<file path="src/rtl/cp0_ext.sv">
// MIPS-style CP0 subset: SR/Cause/EPC/PRId, exception/interrupt capture, optional Count/Compare timer (CP0_TIMER_EN).
// Latency: reads and req are combinational, register updates land on the next edge. No backpressure: req is a level.
// Optional feature macro: CP0_TIMER_EN.
module cp0_ext #(
  parameter int          HW_INT_N = 6,
  parameter logic [31:0] PRID     = 32'h0000_2024
) (
  input  logic                clk,
  input  logic                reset,
  input  logic                en,
  input  logic [4:0]          CP0_Addr,
  input  logic [31:0]         CP0_In,
  input  logic [31:0]         VPC,
  input  logic                BDIn,
  input  logic [4:0]          ExcCodeIn,
  input  logic [HW_INT_N-1:0] HWInt,
  input  logic                EXLClr,
  output logic [31:0]         CP0_Out,
  output logic [31:0]         EPC_Out,
  output logic                req,
  output logic                TimerIRQ
);

  localparam int IPH = 10 + HW_INT_N - 1;

  logic [HW_INT_N-1:0] sr_im;
  logic                sr_exl;
  logic                sr_ie;
  logic                cause_bd;
  logic [HW_INT_N-1:0] cause_ip;
  logic [4:0]          cause_exc;
  logic [31:0]         epc;
  logic                timer_flag;
  logic [HW_INT_N-1:0] ip_in;
  logic [31:0]         sr_word;
  logic [31:0]         cause_word;
  logic                int_req;
  logic                exc_req;
  logic                wr;

  assign int_req = (|(cause_ip & sr_im)) & sr_ie & ~sr_exl;
  assign exc_req = (ExcCodeIn != 5'd0) & ~sr_exl;
  assign req     = int_req | exc_req;
  // A pending exception/interrupt swallows any mtc0 issued in the same cycle.
  assign wr      = en & ~req;

  assign EPC_Out  = epc;
  assign TimerIRQ = timer_flag;

  always_comb begin
    ip_in = HWInt;
    ip_in[HW_INT_N-1] = HWInt[HW_INT_N-1] | timer_flag;
  end

  always_comb begin
    sr_word        = '0;
    sr_word[IPH:10] = sr_im;
    sr_word[1]     = sr_exl;
    sr_word[0]     = sr_ie;
    cause_word         = '0;
    cause_word[31]     = cause_bd;
    cause_word[IPH:10] = cause_ip;
    cause_word[6:2]    = cause_exc;
  end

`ifdef CP0_TIMER_EN
  logic [31:0] count;
  logic [31:0] compare;

  always_ff @(posedge clk) begin
    if (reset) begin
      count      <= '0;
      compare    <= '0;
      timer_flag <= 1'b0;
    end else begin
      count <= (wr && CP0_Addr == 5'd9) ? CP0_In : count + 32'd1;
      if (wr && CP0_Addr == 5'd11) begin
        compare    <= CP0_In;
        timer_flag <= 1'b0;
      end else if (count == compare) begin
        timer_flag <= 1'b1;
      end
    end
  end
`else
  assign timer_flag = 1'b0;
`endif

  always_ff @(posedge clk) begin
    if (reset) begin
      sr_im     <= '0;
      sr_exl    <= 1'b0;
      sr_ie     <= 1'b0;
      cause_bd  <= 1'b0;
      cause_ip  <= '0;
      cause_exc <= '0;
      epc       <= '0;
    end else begin
      cause_ip <= ip_in;
      if (req) begin
        sr_exl    <= 1'b1;
        cause_exc <= int_req ? 5'd0 : ExcCodeIn;
        cause_bd  <= BDIn;
        epc       <= (VPC & 32'hFFFF_FFFC) - (BDIn ? 32'd4 : 32'd0);
      end else begin
        if (en && CP0_Addr == 5'd12) begin
          sr_im  <= CP0_In[IPH:10];
          sr_exl <= CP0_In[1];
          sr_ie  <= CP0_In[0];
        end
        if (en && CP0_Addr == 5'd14) epc <= CP0_In;
        // eret overrides an EXL value written by a simultaneous mtc0 SR.
        if (EXLClr) sr_exl <= 1'b0;
      end
    end
  end

  always_comb begin
    CP0_Out = '0;
    case (CP0_Addr)
      5'd12:   CP0_Out = sr_word;
      5'd13:   CP0_Out = cause_word;
      5'd14:   CP0_Out = epc;
      5'd15:   CP0_Out = PRID;
`ifdef CP0_TIMER_EN
      5'd9:    CP0_Out = count;
      5'd11:   CP0_Out = compare;
`endif
      default: CP0_Out = '0;
    endcase
  end

endmodule

</file>
<file path="config.mk">
export PLATFORM = sky130hd
export DESIGN_NAME = cp0_ext
export DESIGN_NICKNAME = d
export VERILOG_FILES = /design/src/rtl/cp0_ext.sv
export SDC_FILE = /design/constraint.sdc
export NUM_CORES = 1
export LEC_CHECK = 0
export CAP_MARGIN = 20
export CORE_AREA = 2 2 77 109
export DETAILED_ROUTE_END_ITERATION = 6
export DIE_AREA = 0 0 79 111
export PLACE_DENSITY = 0.79
export REMOVE_ABC_BUFFERS = 1
export SYNTH_ARGS = -nofsm -noshare
export SYNTH_HDL_FRONTEND = slang
export SYNTH_SLANG_ARGS = --single-unit
</file>
<file path="constraint.sdc">
create_clock -name clk -period 3.4 [get_ports clk]
set_clock_uncertainty 0.05 [all_clocks]
set_input_delay 1.02 -clock clk [delete_from_list [all_inputs] [get_ports clk]]
set_output_delay 1.02 -clock clk [all_outputs]
set_load 0.05 [all_outputs]
</file>
==> run summary, run 1 <==
- Ys Warns: 0
- placement-stage cell area: 5220 um^2
- Clock Latency Late Sink: 290 ps
- minimum hold slack: 401 ps
- area of the die: 8770 um^2
- number of design-rule violations left by the first detailed-router iteration: 253
- #FFs+latches synth: 52
- clock tree from TritonCTS: yes
- max-cap viol count: 0
- NumNets Final: 647
- Main synth FF type: sky130_fd_sc_hd__dfxtp_1
- final setup TNS: 0 ps
- Hold Fails Final Rpt: 0
- synthesized instance count: 405
- Chip Width: 79 um
- area grow syn2layout: 72.1%
- CTS Root Buffer Type: sky130_fd_sc_hd__clkbuf_16
- count of pins over their slew limit: 0
- power density of the placed cells: 317 nW/um^2
- category of the worst setup path capture point: output pin
- half-perimeter wire length after placement: 8350 um
- effective utilization at floorplan: 40.4%
- fmax: 297 MHz
- Wirelength per Cell: 17.6 um
- cell area after synthesis: 3190 um^2
- global-route usage over all layers: 26.4%
- Via Count: 3,693
- count of clock tree sinks: 52
- Async SR Flop Fraction: 0%
- slew at the pin closest to its max-slew limit: 1020 ps
- number of placed I/O pins: 151
- Worst-path clk slew: 70 ps
- via count normalized by instance count: 5.57
- worst ir drop on vdd: 246 uV
- final critical path time including I/O delays and setup: 3370 ps
- Core Region: 7910 um^2
- Seq/Total Area, Yosys: 32.6%
- number of buffers inserted by port buffering: 147
- min-delay worst type: flop to flop
- cts bufs inserted: 5
- status: complete, no violations
- reported leakage power: 2.02 nW
- overflow left after global routing: 0
- final WL: 11,700 um
- antenna violations before repair: 0
- setup repair after global routing missed its margin: no
- largest net degree at the start of global routing: 53
- Detail Route Antenna Nets: 0
- mean post-synth cell area: 7.88 um^2
- Antenna Cells: 0
- via count of the first global-routing pass: 3,766
- number of cell rows: 39
- critical path startpoint category: input pin
- maximum level of the CTS H-tree: 2
- final routed DRC violation total: 0
- CTS hold repair buffers: 0
- crit path max fanout: 2
- maximum count of clock buffers along a single path: 2
- count of different cell masters after synthesis: 46
- ratio of final minimum period to clock period: 99.1%
- max_slew headroom: 32.3%
- design area: 5490 um^2
- Final setup viols: 0
- first drt pass iteration count: 5
- layout cell share with drive strength beyond 1: 23.7%
- Required @ worst endpoint: 2330 ps
- die height: 111 um
- crit path kind: input pin to output pin
- global-route wire length before repair: 18,500 um
- arrival time at the worst endpoint: 2300 ps
- final RePlAce weighted congestion: 0.914
- EDFF count, synth: 0
-- path summary, 6_finish.rpt --
check	endpoint	slack [ps]	start	depth (start not counted)
setup / recovery	req	30	ExcCodeIn[3]	6
hold reg to reg	cause_exc[0]	400	cause_exc[0]	2
hold / removal	cause_exc[0]	400	cause_exc[0]	2
setup reg to reg	EPC_Out[9]	1050	sr_im[4]	6
-- power breakdown --
part	internal (mW)	total [mW]	switching [mW]
registers	0.653	0.686	0.0326
clock network	0.275	0.506	0.231
logic	0.241	0.548	0.307
-- cell families (layout without fill, tap and decap cells) --
group                      count (synthesis)  after routing  synth area share, %
muxes                                     22             22                 7.10
and+or+nand+nor                          167            167                 27.5
DFF                                       52             52                 32.6
AOI/OAI and AO/OA                        101            101                 20.6
xor gates and xnor gates                  23             23                 6.31
buffers and inverters                     37            193                 4.98
other                                      1              1                0.117
adders and majority gates                  2              2                0.784
-- worst max-delay path, cell delays in order --
cell                            delay (ps)
sky130_fd_sc_hd__dlygate4sd2_1         240
sky130_fd_sc_hd__or4_4                 480
sky130_fd_sc_hd__o21ai_2               170
sky130_fd_sc_hd__and2_4                190
sky130_fd_sc_hd__inv_4                  40
sky130_fd_sc_hd__buf_8                 140
-- layout by cell type, fill, tap and decap left out, drive strengths merged, types with 7 or more instances in the layout --
cell,netlist,routed
nor2,49,49
buf,13,67
nand2,40,40
nand3,7,7
o21ai,31,31
a311oi,13,13
clkdlybuf4s50,0,104
a31o,14,14
nor4,8,8
nor2b,12,12
a21oi,26,26
nor3,9,9
mux2i,17,17
dfxtp,52,52
and2,19,19
xor2,22,22
-- final cells by class --
type,instances,area [um^2]
fill,650,2410
multi-input combinational,316,2080
timing repair buffer,180,2070
sequential,52,1040
clock buffer,6,129
tap,102,128
inverter,5,21.3
clock inverter,2,16.3
-- state kept, by name (all words and copies together) (netlist names) --
| register | cells |
|---|---|
| sr_im | 6 |
| cause_ip | 6 |
| cause_bd | 1 |
| EPC_Out | 32 |
| sr_ie | 1 |
| cause_exc | 5 |
| sr_exl | 1 |
-- timing repair --
item | CTS | global route
endpoints found under the setup margin | 30 | 12
pin swaps | 6 | 0
setup buffers | 1 | 0
gates resized for setup | 52 | 2
cloned | 3 | 0
-- synth_stat cells (3+ instances only) --
library cell / number / area, um^2
sky130_fd_sc_hd__a22oi_1: 4 / 30.0
sky130_fd_sc_hd__o21ai_0: 31 / 155
sky130_fd_sc_hd__or4_1: 3 / 22.5
sky130_fd_sc_hd__a211oi_1: 5 / 37.5
sky130_fd_sc_hd__a31o_2: 14 / 123
sky130_fd_sc_hd__nand4_1: 4 / 25.0
sky130_fd_sc_hd__nand3b_1: 5 / 37.5
sky130_fd_sc_hd__dfxtp_1: 52 / 1040
sky130_fd_sc_hd__inv_1: 4 / 15.0
sky130_fd_sc_hd__clkbuf_1: 19 / 71.3
sky130_fd_sc_hd__buf_2: 7 / 35.0
sky130_fd_sc_hd__a22o_1: 3 / 26.3
sky130_fd_sc_hd__nor2_1: 49 / 184
sky130_fd_sc_hd__nor2b_1: 12 / 75.1
sky130_fd_sc_hd__mux2_2: 5 / 56.3
sky130_fd_sc_hd__buf_1: 4 / 15.0
sky130_fd_sc_hd__nand3_1: 7 / 35.0
sky130_fd_sc_hd__nor3_1: 9 / 45.0
sky130_fd_sc_hd__mux2i_1: 17 / 170
sky130_fd_sc_hd__nand2_1: 40 / 150
sky130_fd_sc_hd__and2_1: 19 / 119
sky130_fd_sc_hd__nor4_1: 5 / 31.3
sky130_fd_sc_hd__xor2_1: 22 / 193
sky130_fd_sc_hd__a21oi_1: 26 / 130
sky130_fd_sc_hd__a311oi_1: 13 / 114
-- through the flow --
| step | setup slack (ps) | power, mW | std cells | utilization [%] |
|---|---|---|---|---|
| after floorplan | -709 | 0.959 | 373 | - |
| after global placement | -296 | 1.22 | 651 | 66.0 |
| after detailed placement | -318 | 1.23 | 651 | 66.0 |
| after CTS | 35.6 | 1.75 | 663 | 69.4 |
| after global routing | 1.05 | 1.81 | 663 | 69.5 |
| final | 31.0 | 1.74 | 663 | 69.5 |
-- per-layer routing --
layer	GRT usage, %	share of wire, %	vias to the layer above
li1	-	-	1755
met1	29.3	37	1761
met2	47.0	52	139
met3	4.64	5.9	38
met4	13.8	4.5	0
met5	0	0	-
No activity file was read; power rests on OpenSTA's default activity.
==> run 2, diff against run 1 <==
==> constraint.sdc (replaced) <==
create_clock -name clk -period 3.8 [get_ports clk]
set_clock_uncertainty 0.05 [all_clocks]
set_input_delay 1.14 -clock clk [delete_from_list [all_inputs] [get_ports clk]]
set_output_delay 1.14 -clock clk [all_outputs]
set_load 0.05 [all_outputs]
==> run summary, run 2 (synthesis results as in run 1) <==
- status: finished, violations left, was complete, no violations
- failing checks: setup timing
- number of buffers inserted by port buffering: 147, unchanged
- reported leakage power: 2.02 nW, about the same
- count of clock tree sinks: 52, unchanged
- Hold Path Depth: 2, unchanged
- CTS Root Buffer Type: sky130_fd_sc_hd__clkbuf_16, unchanged
- worst-case reg-to-reg path depth: 6, unchanged
- layout cell share with drive strength beyond 1: 22.1%, was 23.7%
- final core utilization: 69.1%, was 69.5%
- global-route usage over all layers: 25.7%, was 26.4%
- antenna violations before repair: 0, unchanged
- Chip Width: 79 um, unchanged
- maximum level of the CTS H-tree: 2, unchanged
- Detail Route Antenna Nets: 0, unchanged
- power density of the placed cells: 285 nW/um^2, was 317 nW/um^2
- NumNets Final: 643, was 647
- min-delay worst type: flop to flop, unchanged
- Via Count: 3,641, was 3,693
- commonest non-fill, non-tap cells in the layout: 109 x sky130_fd_sc_hd__clkdlybuf4s50_1, 52 x sky130_fd_sc_hd__dfxtp_1, 47 x sky130_fd_sc_hd__nor2_1, was 104 x sky130_fd_sc_hd__clkdlybuf4s50_1, 52 x sky130_fd_sc_hd__dfxtp_1, 42 x sky130_fd_sc_hd__nor2_1
- number of design-rule violations left by the first detailed-router iteration: 269, was 253
- Largest register FFs: 32, unchanged
- crit path kind: input pin to output pin, unchanged
- final critical path time including I/O delays and setup: 3810 ps
- final WL: 11,500 um, was 11,700 um
- number of placed I/O pins: 151, unchanged
- half-perimeter wire length after placement: 8180 um, was 8350 um
- Wirelength per Cell: 17.5 um, was 17.6 um
- maximum count of clock buffers along a single path: 2, unchanged
- count of pins over their slew limit: 0, unchanged
- Core Region: 7910 um^2, unchanged
- via count of the first global-routing pass: 3,715, was 3,766
- minimum hold slack: 400 ps, was 401 ps
- die height: 111 um, unchanged
- category of the worst setup path capture point: output pin, unchanged
- final worst setup slack: -12.7 ps, was 31.0 ps
- first drt pass iteration count: 4, was 5
- Final setup viols: 1, was 0
- global-route wire length before repair: 18,000 um, was 18,500 um
- critical path startpoint category: input pin, unchanged
- Antenna Cells: 0, unchanged
- fmax: 262 MHz
- clock tree from TritonCTS: yes, unchanged
- final RePlAce weighted congestion: 0.882, was 0.914
- via count normalized by instance count: 5.53, was 5.57
- cts bufs inserted: 5, unchanged
- crit path max fanout: 2, unchanged
- area grow syn2layout: 71.0%, was 72.1%
- most frequent standard cell in the layout excluding fill and tap cells: sky130_fd_sc_hd__clkdlybuf4s50_1, unchanged
- Clock Latency Late Sink: 290 ps, about the same
- area of the die: 8770 um^2, unchanged
- ratio of final minimum period to clock period: 100%
- total design power: 1.56 mW, was 1.74 mW
- worst ir drop on vdd: 252 uV, was 246 uV
- worst setup slack before clock tree synthesis: -110 ps, was -318 ps
- slew at the pin closest to its max-slew limit: 973 ps, was 1020 ps
- arrival time at the worst endpoint: 2620 ps, was 2300 ps
- largest net degree at the start of global routing: 53, unchanged
- Required @ worst endpoint: 2610 ps, was 2330 ps
- final routed DRC violation total: 0, unchanged
- overflow left after global routing: 0, unchanged
- Worst-path clk slew: 70 ps, about the same
- number of cell rows: 39, unchanged
- CTS hold repair buffers: 0, unchanged
- max_slew headroom: 35.1%, was 32.3%
- Hold Fails Final Rpt: 0, unchanged
- effective utilization at floorplan: 40.4%, unchanged
- max-cap viol count: 0, unchanged
- setup repair after global routing missed its margin: yes, was no
-- run 2: changes by cell type in the layout (fill, tap and decap cells not counted), moves of 3 or more --
cell	previous run	this run
sky130_fd_sc_hd__buf_4	27	23
sky130_fd_sc_hd__clkdlybuf4s15_1	3	0
sky130_fd_sc_hd__clkdlybuf4s50_1	104	109
sky130_fd_sc_hd__dlygate4sd2_1	6	1
sky130_fd_sc_hd__dlymetal6s2s_1	0	3
sky130_fd_sc_hd__nor2_1	42	47
sky130_fd_sc_hd__nor2_2	6	1
-- run 2: metal layers --
layer	GRT usage, %	routed length (um)	vias to the layer above
met4	11.4	371	0
li1	-	-	1744
met5	0	0	-
met1	27.9	4250	1708
met3	4.07	744	25
met2	47.7	6140	164
-- run 2: power breakdown --
| group | switching, mW | internal, mW | leakage, nW |
|---|---|---|---|
| combinational | 0.273 | 0.217 | 1.53 |
| clock | 0.209 | 0.246 | 0.0671 |
| sequential | 0.0292 | 0.585 | 0.431 |
-- run 2: repair_timing --
| action | CTS | global route |
|---|---|---|
| pin swaps | 1 | 2 |
| buffers inserted | 1 | 0 |
| resized for setup | 28 | 11 |
| endpoints found under the setup margin | 21 | 26 |
| gates cloned | 3 | 0 |
-- run 2: final timing paths --
kind                start      endpoint  slack [ps]
max          ExcCodeIn[3]           req         -10
min          cause_exc[0]  cause_exc[0]         400
max reg2reg   cause_ip[4]   EPC_Out[15]        1490
min reg2reg  cause_exc[0]  cause_exc[0]         400
-- run 2: critical path, stage by stage --
cell,delay (ps)
sky130_fd_sc_hd__clkdlybuf4s50_1,430
sky130_fd_sc_hd__or4_4,510
sky130_fd_sc_hd__o21ai_4,170
sky130_fd_sc_hd__and2_4,180
sky130_fd_sc_hd__inv_2,50
sky130_fd_sc_hd__buf_6,150
-- run 2: through the flow --
step                setup TNS (ps)  std cells  cell area [um^2]
finish                       -12.7        659              5460
global route                  -131        659              5460
CTS                           -242        659              5430
detailed placement           -1120        647              5180
global placement             -1100        647              5180
floorplan                   -11600        373              3050
-- run 2: cell type report --
cell class,instances,area (um^2)
Clock inverter,2,16.3
Timing Repair Buffer,176,2050
Multi-Input combinational cell,316,2070
Inverter,5,18.8
Clock buffer,6,129
Sequential cell,52,1040
Fill cell,635,2450
Tap cell,102,128
==> run 3, diff against run 2 <==
--- a/config.mk
+++ b/config.mk
@@ -5,11 +5,12 @@
 export SDC_FILE = /design/constraint.sdc
 export NUM_CORES = 1
 export LEC_CHECK = 0
+export ABC_AREA = 1
 export CAP_MARGIN = 20
-export CORE_AREA = 2 2 77 109
+export CORE_AREA = 2 2 80 113
 export DETAILED_ROUTE_END_ITERATION = 6
-export DIE_AREA = 0 0 79 111
-export PLACE_DENSITY = 0.79
+export DIE_AREA = 0 0 82 115
+export PLACE_DENSITY = 0.8
 export REMOVE_ABC_BUFFERS = 1
 export SYNTH_ARGS = -nofsm -noshare
 export SYNTH_HDL_FRONTEND = slang
==> run summary, run 3 <==
- synthesized instance count: 606, was 405
- final worst setup slack: 38.0 ps, was -12.7 ps
- Largest register FFs: 32, unchanged
- worst setup slack before clock tree synthesis: -61.2 ps, was -110 ps
- #FFs+latches synth: 52, unchanged
- commonest non-fill, non-tap cells in the layout: 166 x sky130_fd_sc_hd__nand2_1, 112 x sky130_fd_sc_hd__clkdlybuf4s50_1, 95 x sky130_fd_sc_hd__nor2_1, was 109 x sky130_fd_sc_hd__clkdlybuf4s50_1, 52 x sky130_fd_sc_hd__dfxtp_1, 47 x sky130_fd_sc_hd__nor2_1
- number of placed I/O pins: 151, unchanged
- power density of the placed cells: 285 nW/um^2, about the same
- final setup TNS: 0 ps, was -12.7 ps
- Via Count: 4,459, was 3,641
- Core Region: 8410 um^2, was 7910 um^2
- crit path max fanout: 13, was 2
- Main synth FF type: sky130_fd_sc_hd__dfxtp_1, unchanged
- ratio of final minimum period to clock period: 99.0%, was 100%
- setup repair after global routing missed its margin: yes, unchanged
- via count normalized by instance count: 5.17, was 5.53
- cell with the most instances after synthesis: sky130_fd_sc_hd__nand2_1, was sky130_fd_sc_hd__dfxtp_1
- status: complete, no violations, was finished, violations left
- count of different cell masters after synthesis: 36, was 46
- cell area after synthesis: 3630 um^2, was 3190 um^2
- crit-path cells: clkdlybuf4s50_1 > inv_1 > nor2_4 > nand2_8 > o211ai_1 > clkbuf_16, was clkdlybuf4s50_1 > or4_4 > o21ai_4 > and2_4 > inv_2 > buf_6
- slowest cell on the critical path: sky130_fd_sc_hd__clkdlybuf4s50_1, was sky130_fd_sc_hd__or4_4
- number of design-rule violations left by the first detailed-router iteration: 261, was 269
- clock tree from TritonCTS: yes, unchanged
- Ys Warns: 0, unchanged
- area of the die: 9430 um^2, was 8770 um^2
- Async SR Flop Fraction: 0%, unchanged
- fraction of synthesized cell area taken by the top area cell type: 28.7%, was 32.6%
- reported leakage power: 2.56 nW, was 2.02 nW
- worst ir drop on vdd: 180 uV, was 252 uV
- first drt pass iteration count: 5, was 4
- count of pins over their slew limit: 0, unchanged
- mean post-synth cell area: 5.99 um^2, was 7.88 um^2
- Detail Route Antenna Nets: 0, unchanged
- Seq/Total Area, Yosys: 28.7%, was 32.6%
- Final setup viols: 0, was 1
- global-route usage over all layers: 28.0%, was 25.7%
- number of filler cells placed in the layout: 711, was 635
- largest net degree at the start of global routing: 50, was 53
- count of clock tree sinks: 52, unchanged
- CTS Root Buffer Type: sky130_fd_sc_hd__clkbuf_16, unchanged
- via count of the first global-routing pass: 4,364, was 3,715
- Wirelength per Cell: 15.5 um, was 17.5 um
- max-cap viol count: 0, unchanged
- most frequent cells after synthesis: 169 x sky130_fd_sc_hd__nand2_1, 113 x sky130_fd_sc_hd__nor2_1, 93 x sky130_fd_sc_hd__inv_1, 52 x sky130_fd_sc_hd__dfxtp_1, 33 x sky130_fd_sc_hd__o21ai_0, was 52 x sky130_fd_sc_hd__dfxtp_1, 49 x sky130_fd_sc_hd__nor2_1, 40 x sky130_fd_sc_hd__nand2_1, 31 x sky130_fd_sc_hd__o21ai_0, 26 x sky130_fd_sc_hd__a21oi_1
- cell class contributing the biggest share of worst-path delay: buffers and inverters, was simple AND/OR/NAND/NOR gates
- category of the worst setup path capture point: output pin, unchanged
- Hold Fails Final Rpt: 0, unchanged
- delay contributed by the slowest stage of the critical path: 530 ps, was 510 ps
- CP Buf/Inv Count: 3, unchanged
- effective utilization at floorplan: 43.1%, was 40.4%
- slew at the pin closest to its max-slew limit: 602 ps, was 973 ps
- maximum level of the CTS H-tree: 2, unchanged
- area grow syn2layout: 61.7%, was 71.0%
- final routed DRC violation total: 0, unchanged
- cts bufs inserted: 5, unchanged
- most frequent standard cell in the layout excluding fill and tap cells: sky130_fd_sc_hd__nand2_1, was sky130_fd_sc_hd__clkdlybuf4s50_1
- EDFF count, synth: 0, unchanged
- Antenna Cells: 0, unchanged
- arrival time at the worst endpoint: 2570 ps, was 2620 ps
- max_slew headroom: 59.8%, was 35.1%
- critical path startpoint category: input pin, unchanged
- final critical path time including I/O delays and setup: 3760 ps, was 3810 ps
- number of buffers inserted by port buffering: 147, unchanged
- number of cell rows: 40, was 39
- NumNets Final: 844, was 643
- synth top area cells: sky130_fd_sc_hd__dfxtp_1 29%, sky130_fd_sc_hd__nand2_1 17%, sky130_fd_sc_hd__nor2_1 12%, was sky130_fd_sc_hd__dfxtp_1 33%, sky130_fd_sc_hd__xor2_1 6.0%, sky130_fd_sc_hd__nor2_1 5.8%
- Chip Width: 82 um, was 79 um
- final WL: 13,400 um, was 11,500 um
- maximum count of clock buffers along a single path: 2, unchanged
- Worst-path clk slew: 70 ps, about the same
- final RePlAce weighted congestion: 0.930, was 0.882
- half-perimeter wire length after placement: 10,300 um, was 8180 um
- top cell type by total area after synthesis: sky130_fd_sc_hd__dfxtp_1, unchanged
- min-delay worst type: flop to flop, unchanged
- antenna violations before repair: 0, unchanged
- fmax: 266 MHz, was 262 MHz
- layout cell share with drive strength beyond 1: 14.9%, was 22.1%
- Required @ worst endpoint: 2610 ps, about the same
- crit path kind: input pin to output pin, unchanged
- Clock Latency Late Sink: 300 ps, was 290 ps
- overflow left after global routing: 0, unchanged
- CTS hold repair buffers: 0, unchanged
- die height: 115 um, was 111 um
- global-route wire length before repair: 20,400 um, was 18,000 um
-- run 3: cell types whose count changed in the layout (fill, tap and decap cells not counted), moves of 17 or more --
cell,delta
sky130_fd_sc_hd__nand2_1,+126
sky130_fd_sc_hd__inv_1,+86
sky130_fd_sc_hd__nor2_2,+20
sky130_fd_sc_hd__nand3_1,+22
sky130_fd_sc_hd__nor2_1,+48
sky130_fd_sc_hd__and2_4,-19
sky130_fd_sc_hd__mux2i_1,-17
-- run 3: timing repair --
item	4_1_cts	5_1_grt
resized for setup	6	41
setup endpoints to repair	6	30
buffers inserted	0	7
pin swaps	0	4
-- run 3: metal layers --
layer  wire, um  up-vias  track usage (%)  part of all wire [%]
met2       7160      184             53.1                    53
li1           -     2199                -                     -
met5          0        -                0                     0
met1       5020     2050             30.9                    37
met4        391        0             10.0                   2.9
met3        826       26             3.61                   6.2
-- run 3: kinds of logic after synthesis --
logic type,after synthesis,synth area share (%)
and+or+nand+nor,342,39.8
buffers and inverters,115,13.9
AOI/OAI and AO/OA,83,14.1
DFF,52,28.7
xor gates and xnor gates,11,2.66
adders and majority gates,2,0.690
other,1,0.103
-- run 3: through the flow --
stage	hold slack [ps]	util, %	std cells	cell area (um^2)	power, mW
global route	458	69.8	863	5870	1.74
CTS	433	67.6	856	5680	1.66
detailed placement	422	65.4	848	5500	1.13
global placement	410	65.4	848	5500	1.13
floorplan	396	-	586	3480	0.889
finish	438	69.8	863	5870	1.67
-- run 3: report_power, final --
group	total, mW	leakage [nW]	internal (mW)	switching [mW]
registers	0.611	0.430	0.585	0.0260
clock network	0.532	0.0804	0.314	0.219
logic	0.528	2.05	0.210	0.317
total	1.67	2.56	1.11	0.562
-- run 3: cell type report --
cell class,count,area (um^2),share of cell area (%)
Inverter,95,364,6.21
Clock buffer,5,125,2.13
Tap cell,105,131,2.24
Sequential cell,52,1040,17.7
Multi-Input combinational cell,439,2190,37.3
Timing Repair Buffer,164,1970,33.6
Clock inverter,3,46.3,0.789
-- run 3: path summary, 6_finish.rpt --
check | startpoint | endpoint | slack, ps | cells past startpoint
max | CP0_Addr[1] | CP0_Out[15] | 40 | 6
min | EPC_Out[24] | EPC_Out[24] | 440 | 2
max reg2reg | sr_im[3] | cause_exc[2] | 1680 | 10
min reg2reg | EPC_Out[24] | EPC_Out[24] | 440 | 2
-- run 3: worst reg2reg max path, stage by stage (launching register included) --
cell and delay [ps]:
sky130_fd_sc_hd__dfxtp_1 330, sky130_fd_sc_hd__nand2_1 70, sky130_fd_sc_hd__nand2_1 60, sky130_fd_sc_hd__nor2_2 110, sky130_fd_sc_hd__nand2_2 90, sky130_fd_sc_hd__nand3_2 120, sky130_fd_sc_hd__nand2_4 100, sky130_fd_sc_hd__buf_12 220
sky130_fd_sc_hd__inv_2 380, sky130_fd_sc_hd__nand2_1 280, sky130_fd_sc_hd__o21ai_0 240
